==> src/rtl/sram_axi_bridge_pkg.sv <==
// Shared definitions for the sram-like to AXI bridge: FSM encodings, default IDs
// and the fixed AXI attribute values driven on every single-beat transfer.
package sram_axi_bridge_pkg;

  typedef enum logic [1:0] {
    RD_IDLE = 2'd0,
    RD_AR   = 2'd1,
    RD_R    = 2'd2
  } rd_state_t;

  typedef enum logic [1:0] {
    WR_IDLE = 2'd0,
    WR_AWW  = 2'd1,
    WR_B    = 2'd2
  } wr_state_t;

  localparam logic [3:0] INST_ID_DEF = 4'd0;
  localparam logic [3:0] DATA_ID_DEF = 4'd1;

  localparam logic [7:0] AXI_LEN   = 8'd0;
  localparam logic [1:0] AXI_BURST = 2'b01;
  localparam logic [1:0] AXI_LOCK  = 2'b00;
  localparam logic [3:0] AXI_CACHE = 4'd0;
  localparam logic [2:0] AXI_PROT  = 3'd0;

  function automatic logic [2:0] axi_size(input logic [1:0] size);
    return {1'b0, size};
  endfunction

endpackage

==> src/rtl/sram_axi_bridge_wr_fsm.sv <==
// Write channel engine for data-port stores: issues AW and W together, retires
// each independently, then waits for the B response.
module bridge_wr_fsm
  import sram_axi_bridge_pkg::*;
(
  input  logic        clk,
  input  logic        resetn,
  input  logic        accept,
  input  logic [31:0] req_addr,
  input  logic [1:0]  req_size,
  input  logic [3:0]  req_wstrb,
  input  logic [31:0] req_wdata,
  input  logic        awready,
  input  logic        wready,
  input  logic        bvalid,
  output logic [31:0] awaddr,
  output logic [2:0]  awsize,
  output logic        awvalid,
  output logic [31:0] wdata,
  output logic [3:0]  wstrb,
  output logic        wvalid,
  output logic        bready,
  output logic        busy,
  output logic        data_ok
);

  wr_state_t   state, state_next;
  logic        aw_done, w_done;
  logic [1:0]  size_q;

  assign awsize = axi_size(size_q);
  assign busy   = (state != WR_IDLE);

  always_ff @(posedge clk) begin
    if (!resetn) begin
      state   <= WR_IDLE;
      aw_done <= 1'b0;
      w_done  <= 1'b0;
      awaddr  <= 32'd0;
      size_q  <= 2'd0;
      wstrb   <= 4'd0;
      wdata   <= 32'd0;
    end else begin
      state <= state_next;
      if (state == WR_IDLE && accept) begin
        aw_done <= 1'b0;
        w_done  <= 1'b0;
        awaddr  <= req_addr;
        size_q  <= req_size;
        wstrb   <= req_wstrb;
        wdata   <= req_wdata;
      end else begin
        if (awvalid && awready) aw_done <= 1'b1;
        if (wvalid && wready)   w_done  <= 1'b1;
      end
    end
  end

  // A same-cycle handshake counts as done, so both channels can retire together.
  always_comb begin
    state_next = state;
    awvalid    = 1'b0;
    wvalid     = 1'b0;
    bready     = 1'b0;
    data_ok    = 1'b0;
    if (resetn) begin
      case (state)
        WR_IDLE: if (accept) state_next = WR_AWW;
        WR_AWW: begin
          awvalid = !aw_done;
          wvalid  = !w_done;
          if ((aw_done || awready) && (w_done || wready)) state_next = WR_B;
        end
        WR_B: begin
          bready = 1'b1;
          if (bvalid) begin
            data_ok    = 1'b1;
            state_next = WR_IDLE;
          end
        end
        default: state_next = WR_IDLE;
      endcase
    end
  end

endmodule

==> src/rtl/sram_axi_bridge.sv <==
// Arbitrates the inst-fetch and data sram-like ports onto one AXI master; one shared
// read engine (data reads first) plus an independent store engine.
module sram_axi_bridge
  import sram_axi_bridge_pkg::*;
#(
  parameter logic [3:0] INST_ID = INST_ID_DEF,
  parameter logic [3:0] DATA_ID = DATA_ID_DEF
) (
  input  logic        clk,
  input  logic        resetn,
  input  logic        inst_sram_req,
  input  logic [31:0] inst_sram_addr,
  output logic        inst_sram_addr_ok,
  output logic        inst_sram_data_ok,
  output logic [31:0] inst_sram_rdata,
  input  logic        data_sram_req,
  input  logic        data_sram_wr,
  input  logic [1:0]  data_sram_size,
  input  logic [31:0] data_sram_addr,
  input  logic [3:0]  data_sram_wstrb,
  input  logic [31:0] data_sram_wdata,
  output logic        data_sram_addr_ok,
  output logic        data_sram_data_ok,
  output logic [31:0] data_sram_rdata,
  output logic [3:0]  arid,
  output logic [31:0] araddr,
  output logic [7:0]  arlen,
  output logic [2:0]  arsize,
  output logic [1:0]  arburst,
  output logic [1:0]  arlock,
  output logic [3:0]  arcache,
  output logic [2:0]  arprot,
  output logic        arvalid,
  input  logic        arready,
  input  logic [3:0]  rid,
  input  logic [31:0] rdata,
  input  logic        rvalid,
  output logic        rready,
  output logic [3:0]  awid,
  output logic [31:0] awaddr,
  output logic [7:0]  awlen,
  output logic [2:0]  awsize,
  output logic [1:0]  awburst,
  output logic [1:0]  awlock,
  output logic [3:0]  awcache,
  output logic [2:0]  awprot,
  output logic        awvalid,
  input  logic        awready,
  output logic [3:0]  wid,
  output logic [31:0] wdata,
  output logic [3:0]  wstrb,
  output logic        wlast,
  output logic        wvalid,
  input  logic        wready,
  input  logic        bvalid,
  output logic        bready
);

  rd_state_t   rd_state, rd_next;
  logic        rd_is_data;
  logic [31:0] rd_addr;
  logic [1:0]  rd_size;
  logic        data_busy, data_rd_grant, inst_grant, data_rd_ok;
  logic        wr_accept, wr_busy, wr_data_ok;

  assign arid    = rd_is_data ? DATA_ID : INST_ID;
  assign araddr  = rd_addr;
  assign arsize  = axi_size(rd_size);
  assign arlen   = AXI_LEN;
  assign arburst = AXI_BURST;
  assign arlock  = AXI_LOCK;
  assign arcache = AXI_CACHE;
  assign arprot  = AXI_PROT;
  assign awid    = DATA_ID;
  assign awlen   = AXI_LEN;
  assign awburst = AXI_BURST;
  assign awlock  = AXI_LOCK;
  assign awcache = AXI_CACHE;
  assign awprot  = AXI_PROT;
  assign wid     = DATA_ID;
  assign wlast   = 1'b1;

  // One data op in flight at a time keeps data-port ordering trivially correct.
  assign data_busy = wr_busy || (rd_state != RD_IDLE && rd_is_data);

  assign inst_sram_addr_ok = inst_grant;
  assign data_sram_addr_ok = data_rd_grant || wr_accept;
  assign data_sram_data_ok = data_rd_ok || wr_data_ok;
  assign inst_sram_rdata   = rdata;
  assign data_sram_rdata   = rdata;

  always_ff @(posedge clk) begin
    if (!resetn) begin
      rd_state   <= RD_IDLE;
      rd_is_data <= 1'b0;
      rd_addr    <= 32'd0;
      rd_size    <= 2'd0;
    end else begin
      rd_state <= rd_next;
      if (data_rd_grant) begin
        rd_is_data <= 1'b1;
        rd_addr    <= data_sram_addr;
        rd_size    <= data_sram_size;
      end else if (inst_grant) begin
        rd_is_data <= 1'b0;
        rd_addr    <= inst_sram_addr;
        rd_size    <= 2'd2;
      end
    end
  end

  // Routing follows the owner register; rid only has to agree with it.
  always_ff @(posedge clk) begin
    if (resetn && rd_state == RD_R && rvalid) assert (rid == arid);
  end

  always_comb begin
    rd_next           = rd_state;
    data_rd_grant     = 1'b0;
    inst_grant        = 1'b0;
    wr_accept         = 1'b0;
    arvalid           = 1'b0;
    rready            = 1'b0;
    data_rd_ok        = 1'b0;
    inst_sram_data_ok = 1'b0;
    if (resetn) begin
      wr_accept = data_sram_req && data_sram_wr && !data_busy;
      case (rd_state)
        RD_IDLE: begin
          if (data_sram_req && !data_sram_wr && !data_busy) begin
            data_rd_grant = 1'b1;
            rd_next       = RD_AR;
          end else if (inst_sram_req) begin
            inst_grant = 1'b1;
            rd_next    = RD_AR;
          end
        end
        RD_AR: begin
          arvalid = 1'b1;
          if (arready) rd_next = RD_R;
        end
        RD_R: begin
          rready = 1'b1;
          if (rvalid) begin
            rd_next = RD_IDLE;
            if (rd_is_data) data_rd_ok = 1'b1;
            else            inst_sram_data_ok = 1'b1;
          end
        end
        default: rd_next = RD_IDLE;
      endcase
    end
  end

  bridge_wr_fsm u_wr_fsm (
    .clk       (clk),
    .resetn    (resetn),
    .accept    (wr_accept),
    .req_addr  (data_sram_addr),
    .req_size  (data_sram_size),
    .req_wstrb (data_sram_wstrb),
    .req_wdata (data_sram_wdata),
    .awready   (awready),
    .wready    (wready),
    .bvalid    (bvalid),
    .awaddr    (awaddr),
    .awsize    (awsize),
    .awvalid   (awvalid),
    .wdata     (wdata),
    .wstrb     (wstrb),
    .wvalid    (wvalid),
    .bready    (bready),
    .busy      (wr_busy),
    .data_ok   (wr_data_ok)
  );

endmodule

==> config.mk <==
export PLATFORM = sky130hd
export DESIGN_NAME = sram_axi_bridge
export DESIGN_NICKNAME = d
export VERILOG_FILES = /design/src/rtl/sram_axi_bridge_pkg.sv /design/src/rtl/sram_axi_bridge_wr_fsm.sv /design/src/rtl/sram_axi_bridge.sv
export SDC_FILE = /design/constraint.sdc
export NUM_CORES = 1
export LEC_CHECK = 0
export ABC_AREA = 1
export BUFFER_PORTS_ARGS = -buffer_cell sky130_fd_sc_hd__buf_2
export CAP_MARGIN = 15
export CORE_MARGIN = 2
export CORE_UTILIZATION = 30
export DETAILED_ROUTE_END_ITERATION = 10
export SYNTH_ARGS = -nofsm -noshare
export SYNTH_HDL_FRONTEND = slang
export SYNTH_SLANG_ARGS = --single-unit
==> constraint.sdc <==
create_clock -name clk -period 1.7 [get_ports clk]
set_clock_uncertainty 0.15 [all_clocks]
set_input_delay 0.34 -clock clk [delete_from_list [all_inputs] [get_ports clk]]
set_output_delay 0.34 -clock clk [all_outputs]
set_load 0.02 [all_outputs]
==> metrics.cfg, run 1 <==
[finish]
fin_area_mm2 = 0.00759
antenna_cells = 0
syn_to_final_growth_pct = 26.1
fillCellCount = 2150
fin_util_pct = 38.8
drive_gt1_share_pct = 31.6
final_nets = 1201

[detailed_routing]
drtPass1Iterations = 4
route.detailed.drc = 0
drt_iter0_drc = 292
via_count = 5849
routedWlPerCell_um = 14.1
ant_nets = 0
vias_per_cell = 4.42
finalWirelength_um = 18700

[cts]
cts_buffer_depth = 2
cts_inserted_buffers = 9
cts_tree = built
clkLatencyLatePin_ns = 0.36
clock-root-buffer = clkbuf_16
htree_levels = 3
clk_pin_slew_ns = 0.08
clock-sinks = 111

[setup_path]
crit_type = reg2out
rrSetupSlack_ns = 0.03
slowest_delay_ns = 0.37
endpoint_kind = primary output
cp_slowest_cell = dfxtp_4
crit_fanout = 3
cp_num_buf_inv = 3
cpMostUsedCell = buf_6
start_kind = register
cp.required_ns = 1.21
path_delay_family = flip-flops
arrival_ns = 1.35
cp_cell_sequence = buf_6 > inv_4 > nand2_4 > nor2_4 > nand2_2 > o21ai_2 > buf_6

[timing]
hold_ws_ns = 0.0514
timing.final.crit_share_pct = 108
finalCriticalPeriod_ns = 1.84
setup_viol = 8
setup_slack_ns = -0.143
drv_slew = 0
grt_setup_unrepaired = yes
max_freq_mhz = 542
finalHoldViolCount = 0

[logic_synthesis]
yosysWarnings = 0
ys_ff_latch = 111
ys_seq_area_share_pct = 36.9
yosysUniqueCellTypes = 23
syn_inst = 887
syn_avg_cell_area_um2 = 6.79
syn_area_mm2 = 0.00602

[global_route]
grt_pass1_wl_um = 28400
antenna_found_initial = 0
grt_max_degree = 60
gr-total-overflow = 0
grt_use_total_pct = 16.7
first_global_vias = 5336

[outcome]
status = finished, violations left
violations = negative setup slack

[place]
dp.final_hpwl_um = 13100
io_buffers = 225
place_area_mm2 = 0.00702
place.gp.congestion = 0.784

[pwr]
power_density_mw_per_mm2 = 1180
report.power.total_w = 0.00893
ir_drop_mv = 0.551
p_leak_nw = 4.48

[floorplanning]
start_util_pct = 30.7
die_w_um = 146
dieArea_mm2 = 0.0212
die_h_um = 146
core_mm2 = 0.0196
ioPinCount = 378
rows = 51

[job]
cap_violations = 0

[hold_path]
holdCritPathClass = in2reg

## cell type report
| class | count | area, um2 | share of cell area, % |
|---|---|---|---|
| multi-input cells | 542 | 2500 | 32.9 |
| flip-flops and latches | 111 | 2230 | 29.4 |
| repair buffers | 278 | 1810 | 23.8 |
| inverters | 111 | 425 | 5.60 |
| well taps | 265 | 332 | 4.37 |
| clock buffers | 10 | 239 | 3.15 |
| clock inverters | 6 | 61.3 | 0.807 |
## where the power goes
group	internal, W	total, W	leakage, nW	switching [W]
clock network	0.00108	0.00220	0.144	0.00112
logic	0.00141	0.00357	3.43	0.00215
registers	0.00297	0.00317	0.911	0.000200
## metrics by stage
| stage | setup WS, ns | cells | TNS [ns] |
|---|---|---|---|
| CTS | -0.222 | 1317 | -1.09 |
| global placement | -0.0299 | 1294 | -0.0299 |
| detailed placement | -0.0666 | 1294 | -0.156 |
| global route | -0.211 | 1323 | -2.83 |
| floorplan | -0.00944 | 937 | -0.00944 |
| finish | -0.143 | 1323 | -0.735 |
## cell usage after synthesis (all sizes together)
| master | count | area share [%] |
|---|---|---|
| conb | 2 | 0.12 |
| nand2 | 215 | 13 |
| dfxtp | 111 | 37 |
| inv | 111 | 6.9 |
| nand3 | 177 | 15 |
| nand3b | 1 | 0.12 |
| o22ai | 2 | 0.21 |
| o21ai | 4 | 0.33 |
| clkbuf | 9 | 0.56 |
| nor2 | 50 | 3.4 |
| buf | 164 | 19 |
| a21oi | 5 | 0.42 |
| nand4 | 33 | 3.7 |
| nor3 | 3 | 0.25 |
## placed cells by master, fill, tap and decap left out, drive strengths merged
cell type and count:
nand3 177, conb 52, a21oi 5, nor2 50, nand3b 1, clkinv 2, clkbuf 12, o21ai 4
nand2 215, inv 113, nor3 3, o22ai 2, dfxtp 111, buf 276, clkinvlp 2, nand4 33
## sequential cells by signal, summed over array words and instances (netlist names)
register          cells
rd_is_data            1
u_wr_fsm.wdata       32
u_wr_fsm.wstrb        4
u_wr_fsm.state        2
rd_size               2
u_wr_fsm.aw_done      1
araddr               32
u_wr_fsm.w_done       1
rd_state              2
u_wr_fsm.size_q       2
u_wr_fsm.awaddr      32
## kinds of logic (layout without fill, tap and decap cells)
logic type	count (synthesis)	after routing	share of synthesized area, %
flops	111	111	36.9
other cells	2	52	0.125
compound gates	11	11	0.956
buf+inv	284	405	26.3
simple gates	479	479	35.7
## worst register-to-register path: stages, from the launching register on
cell	delay, ns
dfxtp_4	0.37
nor2_4	0.16
nor2_2	0.06
nor2_4	0.13
buf_6	0.15
buf_4	0.15
buf_12	0.13
nand4_1	0.11
nand2_1	0.09
inv_1	0.04
nor2_1	0.08
## final timing paths
check                                        from                end  cells past startpoint
worst min-delay path                       bvalid  u_wr_fsm.state[1]                      2
worst min register to register  u_wr_fsm.wdata[0]  u_wr_fsm.wdata[0]                      2
worst max-delay path                  rd_state[0]  data_sram_data_ok                      7
worst max register to register        rd_state[1]         araddr[29]                     10
## timing repair
| item | 4_1_cts | 5_1_grt |
|---|---|---|
| pin swaps | 16 | 14 |
| cloned | 0 | 2 |
| resized for setup | 35 | 14 |
| hold buffers | 0 | 0 |
| endpoints found under the setup margin | 24 | 53 |
| buffers inserted | 7 | 4 |
## routing by layer
layer / global-route usage, % / routed length (um) / up-vias
met1: 20.3 / 8190 / 2618
li1: - / - / 2935
met4: 7.01 / 580 / 0
met2: 28.4 / 8790 / 247
met3: 3.67 / 1110 / 49
met5: 0 / 0 / -
Note: power is estimated with default switching activity, not from simulation.
==> run 2: changes to the inputs <==
--- a/config.mk
+++ b/config.mk
@@ -8,9 +8,11 @@
 export ABC_AREA = 1
 export BUFFER_PORTS_ARGS = -buffer_cell sky130_fd_sc_hd__buf_2
 export CAP_MARGIN = 15
-export CORE_MARGIN = 2
+export CORE_MARGIN = 4
 export CORE_UTILIZATION = 30
+export CTS_BUF_LIST = sky130_fd_sc_hd__clkbuf_16
 export DETAILED_ROUTE_END_ITERATION = 10
+export SKIP_LAST_GASP = 1
 export SYNTH_ARGS = -nofsm -noshare
 export SYNTH_HDL_FRONTEND = slang
 export SYNTH_SLANG_ARGS = --single-unit
==> run 2 against run 1 <==
Compared with the run above:
- the flow still finishes with violations (negative setup slack)
- sequential cell count stayed put
- critical path depth decreased by 1
- power grew 0.32%
- cell count is 0.45% higher
- global-route usage decreased by 0.37 points
- wire length is 3.9% higher
- die area up 5.6%
- utilization rose by 0.53 points
- sequential power about the same
- combinational power about the same
- clock power grew 2%
==> metrics.cfg, run 2 (synthesis results as in run 1) <==
[global_route]
first_global_vias = 5311  ; -0.47%
grt_use_total_pct = 16.3  ; -0.37 points
grt_pass1_wl_um = 28600  ; +0.83%
antenna_found_initial = 0  ; unchanged
grt_max_degree = 51  ; -15%
gr-total-overflow = 0  ; unchanged

[cts]
cts_hold_buf = 0  ; unchanged
clk_pin_slew_ns = 0.08  ; about the same
clkLatencyLatePin_ns = 0.35  ; about the same
clock-sinks = 111  ; unchanged
cts_tree = built
cts_inserted_buffers = 9  ; unchanged
htree_levels = 3  ; unchanged
cts_buffer_depth = 2  ; unchanged
clock-root-buffer = clkbuf_16

[pwr]
report.power.total_w = 0.00896  ; +0.32%
p_leak_nw = 4.53  ; +0.98%
p_comb_share_pct = 39.6  ; -0.4 points
power_density_mw_per_mm2 = 1160  ; -1.0%
seqPwrFrac_pct = 35.3  ; -0.2 points
p_switching_w = 0.00342  ; -1.6%
ir_drop_mv = 0.464  ; -16%
p_sw_share_pct = 38.2  ; -0.73 points
internal_power_w = 0.00554  ; +1.5%
clockPowerShare_pct = 25.1  ; +0.5 points

[setup_path]
start_kind = register
crit_type = reg2out
crit_fanout = 3  ; unchanged
endpoint_kind = primary output
cp.required_ns = 1.21  ; about the same
arrival_ns = 1.41  ; +0.06 ns

[timing]
finalCriticalPeriod_ns = 1.90  ; +0.0557 ns
finalHoldViolCount = 0  ; unchanged
timing.final.crit_share_pct = 112  ; +3.3 points
setup_viol = 25  ; +17
relSlewSlack_pct = 61.0
grt_setup_unrepaired = yes
setup_slack_ns = -0.199  ; -0.0557 ns
max_freq_mhz = 527  ; -2.9%
hold_ws_ns = 0.0535  ; +0.00209 ns
worstMarginPinSlew_ns = 0.586
drv_slew = 0  ; unchanged

[floorplanning]
core_mm2 = 0.0196  ; unchanged
ioPinCount = 378  ; unchanged
start_util_pct = 30.7  ; unchanged
die_w_um = 150  ; +2.7%
die_h_um = 150  ; +2.7%
rows = 51  ; unchanged
dieArea_mm2 = 0.0224  ; +5.6%

[detailed_routing]
via_count = 5905  ; +0.96%
routedWlPerCell_um = 14.6  ; +3.4%
ant_nets = 0  ; unchanged
route.detailed.drc = 0  ; unchanged
finalWirelength_um = 19400  ; +3.9%
drt_iter0_drc = 258  ; -12%
vias_per_cell = 4.44  ; +0.50%
drtPass1Iterations = 4  ; unchanged

[finish]
final_common_cell = buf_2
mostFrequentLayoutCells = 215 x buf_2, 208 x nand2_1, 177 x nand3_1
syn_to_final_growth_pct = 27.8
antenna_cells = 0  ; unchanged
final_nets = 1208  ; +0.58%
drive_gt1_share_pct = 32.2  ; +0.67 points

[job]
cap_violations = 0  ; unchanged

[place]
post-place-ws_ns = -0.0775  ; -0.0109 ns
place.gp.congestion = 0.785  ; +0.18%
io_buffers = 225  ; unchanged
dp.final_hpwl_um = 14100  ; +7.8%

[outcome]
violations = negative setup slack
status = finished, violations left

[hold_path]
holdCritPathClass = in2reg

run 2: cell types whose count changed in the layout (fill, tap and decap cells not counted), moves of 2 or more:
cell and change:
buf_12 -3, nor2_4 +4, nor2_1 -5, buf_6 +2, buf_8 +4, buf_4 +4
run 2: per-layer routing:
metal / routed length, um / global-route usage [%] / part of all wire, %
met1: 7800 / 19.9 / 40
met3: 1460 / 3.18 / 7.5
met2: 9540 / 27.7 / 49
met4: 580 / 7.69 / 3.0
met5: 0 / 0 / 0
run 2: worst paths after layout:
check                     startpoint            endpoint  slack, ns  depth (start not counted)
hold reg to reg   u_wr_fsm.wdata[24]  u_wr_fsm.wdata[24]       0.31                          2
hold / removal    data_sram_wdata[3]   u_wr_fsm.wdata[3]       0.05                          3
setup reg to reg         rd_state[0]   u_wr_fsm.wdata[9]      -0.03                          9
setup / recovery         rd_state[0]   data_sram_addr_ok      -0.20                          6
run 2: what timing repair did:
action,in CTS,in global routing
gates cloned,0,3
pin swaps,8,15
setup endpoints to repair,9,35
buffers inserted,3,9
gates resized for setup,31,34
run 2: critical path, cell delays in order, from the launching register on:
cell and delay [ns]:
dfxtp_4 0.37, nor2_4 0.17, nor2_4 0.05, nor2_4 0.15, nand2_4 0.10, nand2_4 0.07, buf_4 0.14
run 2: layout make-up:
cell class                 count  area, um2
tap                          265        332
clock inverter                 6       76.3
fill                        2123      11900
clock buffer                   9        225
multi-input combinational    542       2530
inverter                     111        425
sequential                   111       2240
timing repair buffer         285       1880
run 2: stage by stage:
step                TNS (ns)  util (%)  instance area, um2  instances
finish                 -1.19      39.3                7700       1329
detailed placement    -0.122      35.9                7030       1299
global placement     -0.0674      35.9                7030       1299
CTS                    -1.09      38.0                7440       1317
floorplan           -0.00944         -                6260        937
global route           -6.61      39.3                7700       1329
run 2: power groups by stage:
stage	registers, W	logic [W]	clock network [W]
floorplan	0.00359	0.00188	0
global placement	0.00319	0.00312	0
detailed placement	0.00319	0.00313	0
CTS	0.00314	0.00326	0.00234
global route	0.00321	0.00391	0.00244
finish	0.00317	0.00355	0.00225
==> run 3: changes to the inputs <==
--- a/config.mk
+++ b/config.mk
@@ -12,6 +12,7 @@
 export CORE_UTILIZATION = 30
 export CTS_BUF_LIST = sky130_fd_sc_hd__clkbuf_16
 export DETAILED_ROUTE_END_ITERATION = 10
+export REMOVE_ABC_BUFFERS = 1
 export SKIP_LAST_GASP = 1
 export SYNTH_ARGS = -nofsm -noshare
 export SYNTH_HDL_FRONTEND = slang
==> run 3 against run 2 <==
Compared with the run above:
- the flow still finishes with violations (negative setup slack)
- sequential cell count stayed put
- power is 2.9% lower
- cell count is 1.5% lower
- clock-buffer cell count stayed put
==> metrics.cfg, run 3 (synthesis results as in run 1) <==
[outcome]
status = finished, violations left
violations = negative setup slack

[pwr]
clockPowerShare_pct = 24.5  ; -0.6 points
power_density_mw_per_mm2 = 1170  ; +0.33%
internal_power_w = 0.00526  ; -5.1%
seqPwrFrac_pct = 36.5  ; +1.2 points
p_switching_w = 0.00344  ; +0.53%
p_leak_nw = 4.41  ; -2.6%
ir_drop_mv = 0.519  ; +12%
p_sw_share_pct = 39.5  ; +1.4 points
p_comb_share_pct = 39.1  ; -0.5 points

[setup_path]
cp_num_buf_inv = 3  ; +2
crit_fanout = 4  ; +1
rrSetupSlack_ns = 0.07  ; +0.10 ns
cp.required_ns = 1.21  ; about the same
worstReg2RegEnd = araddr[29]
cp_slowest_cell = dfxtp_4
arrival_ns = 1.40  ; about the same
slowest_delay_ns = 0.38  ; about the same
r2r_start = rd_state[0]
path_delay_family = flip-flops
start_kind = register
reg2regPathDepth = 9  ; unchanged
cp_cell_sequence = buf_6 > inv_2 > nand2_4 > nor2_4 > nand2_1 > o21ai_1 > buf_4
endpoint_kind = primary output
crit_type = reg2out

[timing]
grt_setup_unrepaired = yes
max_freq_mhz = 529  ; +0.49%
relSlewSlack_pct = 64.6  ; +3.6 points
finalCriticalPeriod_ns = 1.89  ; -0.00926 ns
drv_slew = 0  ; unchanged
setup_slack_ns = -0.190  ; +0.00926 ns
finalHoldViolCount = 0  ; unchanged
timing.final.crit_share_pct = 111  ; -0.54 points
worstMarginPinSlew_ns = 0.531  ; -0.0542 ns
setup_viol = 8  ; -68%

[floorplanning]
die_w_um = 150  ; unchanged
core_mm2 = 0.0196  ; unchanged
start_util_pct = 30.7  ; unchanged
rows = 51  ; unchanged
ioPinCount = 378  ; unchanged
die_h_um = 150  ; unchanged
dieArea_mm2 = 0.0224  ; unchanged

[job]
cap_violations = 0  ; unchanged

[detailed_routing]
routedWlPerCell_um = 17.1  ; +17%
finalWirelength_um = 22400  ; +15%
via_count = 5861  ; -0.75%
route.detailed.drc = 0  ; unchanged
drt_iter0_drc = 313  ; +21%
ant_nets = 0  ; unchanged
drtPass1Iterations = 4  ; unchanged
vias_per_cell = 4.48  ; +0.77%

[hold_path]
min_to = u_wr_fsm.wdata[20]
hold-path-cell-count = 3  ; unchanged
min_from = data_sram_wdata[20]
holdCritPathClass = in2reg

[place]
place_area_mm2 = 0.00678  ; -3.5%
place.gp.congestion = 0.782  ; -0.36%
dp.final_hpwl_um = 15600  ; +11%
io_buffers = 225  ; unchanged

[finish]
seqCellArea_mm2 = 0.00224  ; +0.11%
syn_to_final_growth_pct = 23.7
mostFrequentLayoutCells = 215 x buf_2, 209 x nand2_1, 177 x nand3_1
fin_util_pct = 38.0  ; -1.3 points
multi_input_area_mm2 = 0.00249  ; -1.3%
final_common_cell = buf_2
drive_gt1_share_pct = 30.1  ; -2.2 points
final_nets = 1187  ; -1.7%
fillCellCount = 2143  ; +0.94%
antenna_cells = 0  ; unchanged
fin_area_mm2 = 0.00745  ; -3.3%

[cts]
cts_tree = built
cts_inserted_buffers = 9  ; unchanged
clock-sinks = 111  ; unchanged
htree_levels = 3  ; unchanged
cts_buffer_depth = 2  ; unchanged
clk_pin_slew_ns = 0.09  ; about the same
clkLatencyLatePin_ns = 0.35  ; about the same
clock-root-buffer = clkbuf_16

[global_route]
grt_max_degree = 61  ; +20%
gr-total-overflow = 0  ; unchanged
first_global_vias = 5265  ; -0.87%
grt_use_total_pct = 18.2  ; +1.9 points
grt_pass1_wl_um = 31500  ; +10%
antenna_found_initial = 3  ; +3

==> run 3: tightest hold or removal path, cell delays in order <==
cell and delay [ns]:
buf_2 0.07, nand3_1 0.06, nand2_1 0.06
==> run 3: per-layer routing <==
layer	vias to the layer above	track usage, %	routed length (um)
met1	2585	24.2	9750
met2	329	24.4	9070
met3	27	11.8	3220
met5	-	3.18	96
met4	8	3.98	248
li1	2912	-	-
==> run 3: stage by stage <==
step | cells | TNS [ns] | total power, W | hold WS, ns | worst slack [ns]
after floorplan | 764 | -235.81 | 0.00495 | 0.295 | -2.96
after global placement | 1279 | 0 | 0.00614 | 0.301 | 0.0485
after detailed placement | 1279 | 0 | 0.00615 | 0.304 | 0.0294
after CTS | 1300 | -1.22 | 0.00848 | 0.0298 | -0.229
after global routing | 1309 | -1.45 | 0.00928 | 0.0487 | -0.273
final | 1309 | -0.734 | 0.00870 | 0.0517 | -0.190
==> run 3: worst max-delay path by stage <==
| stage | cells past startpoint | to | start | slack [ns] |
|---|---|---|---|---|
| after detailed placement | 6 | data_sram_data_ok | resetn | 0.03 |
| after CTS | 7 | data_sram_data_ok | rd_state[0] | -0.23 |
| final | 7 | data_sram_data_ok | rd_state[0] | -0.19 |
| after global routing | 5 | inst_sram_addr_ok | rd_state[1] | -0.27 |
| after floorplan | 5 | data_sram_addr_ok | u_wr_fsm.state[0] | -2.96 |
| after global placement | 6 | data_sram_data_ok | resetn | 0.05 |
==> run 3: power by group through the flow <==
stage | Combinational (W) | Clock, W | Sequential (W)
after global routing | 0.00375 | 0.00231 | 0.00322
after detailed placement | 0.00295 | 0 | 0.00320
after floorplan | 0.00135 | 0 | 0.00360
final | 0.00340 | 0.00213 | 0.00317
after global placement | 0.00294 | 0 | 0.00319
after CTS | 0.00306 | 0.00224 | 0.00317
==> run 3: layout make-up <==
| type | count | share of cell area (%) |
|---|---|---|
| multi-input cells | 542 | 33.5 |
| flip-flops and latches | 111 | 30.1 |
| repair buffers | 264 | 22.5 |
| inverters | 111 | 5.63 |
| well taps | 265 | 4.45 |
| clock buffers | 9 | 3.02 |
| clock inverters | 7 | 0.857 |
==> run 3: repair_timing <==
action,in CTS,in global routing
hold buffers,1,0
pin swaps,11,7
setup buffers,4,5
setup endpoints to repair,9,101
gates resized for setup,25,36
gates cloned,0,4
hold endpoints to repair,1,0
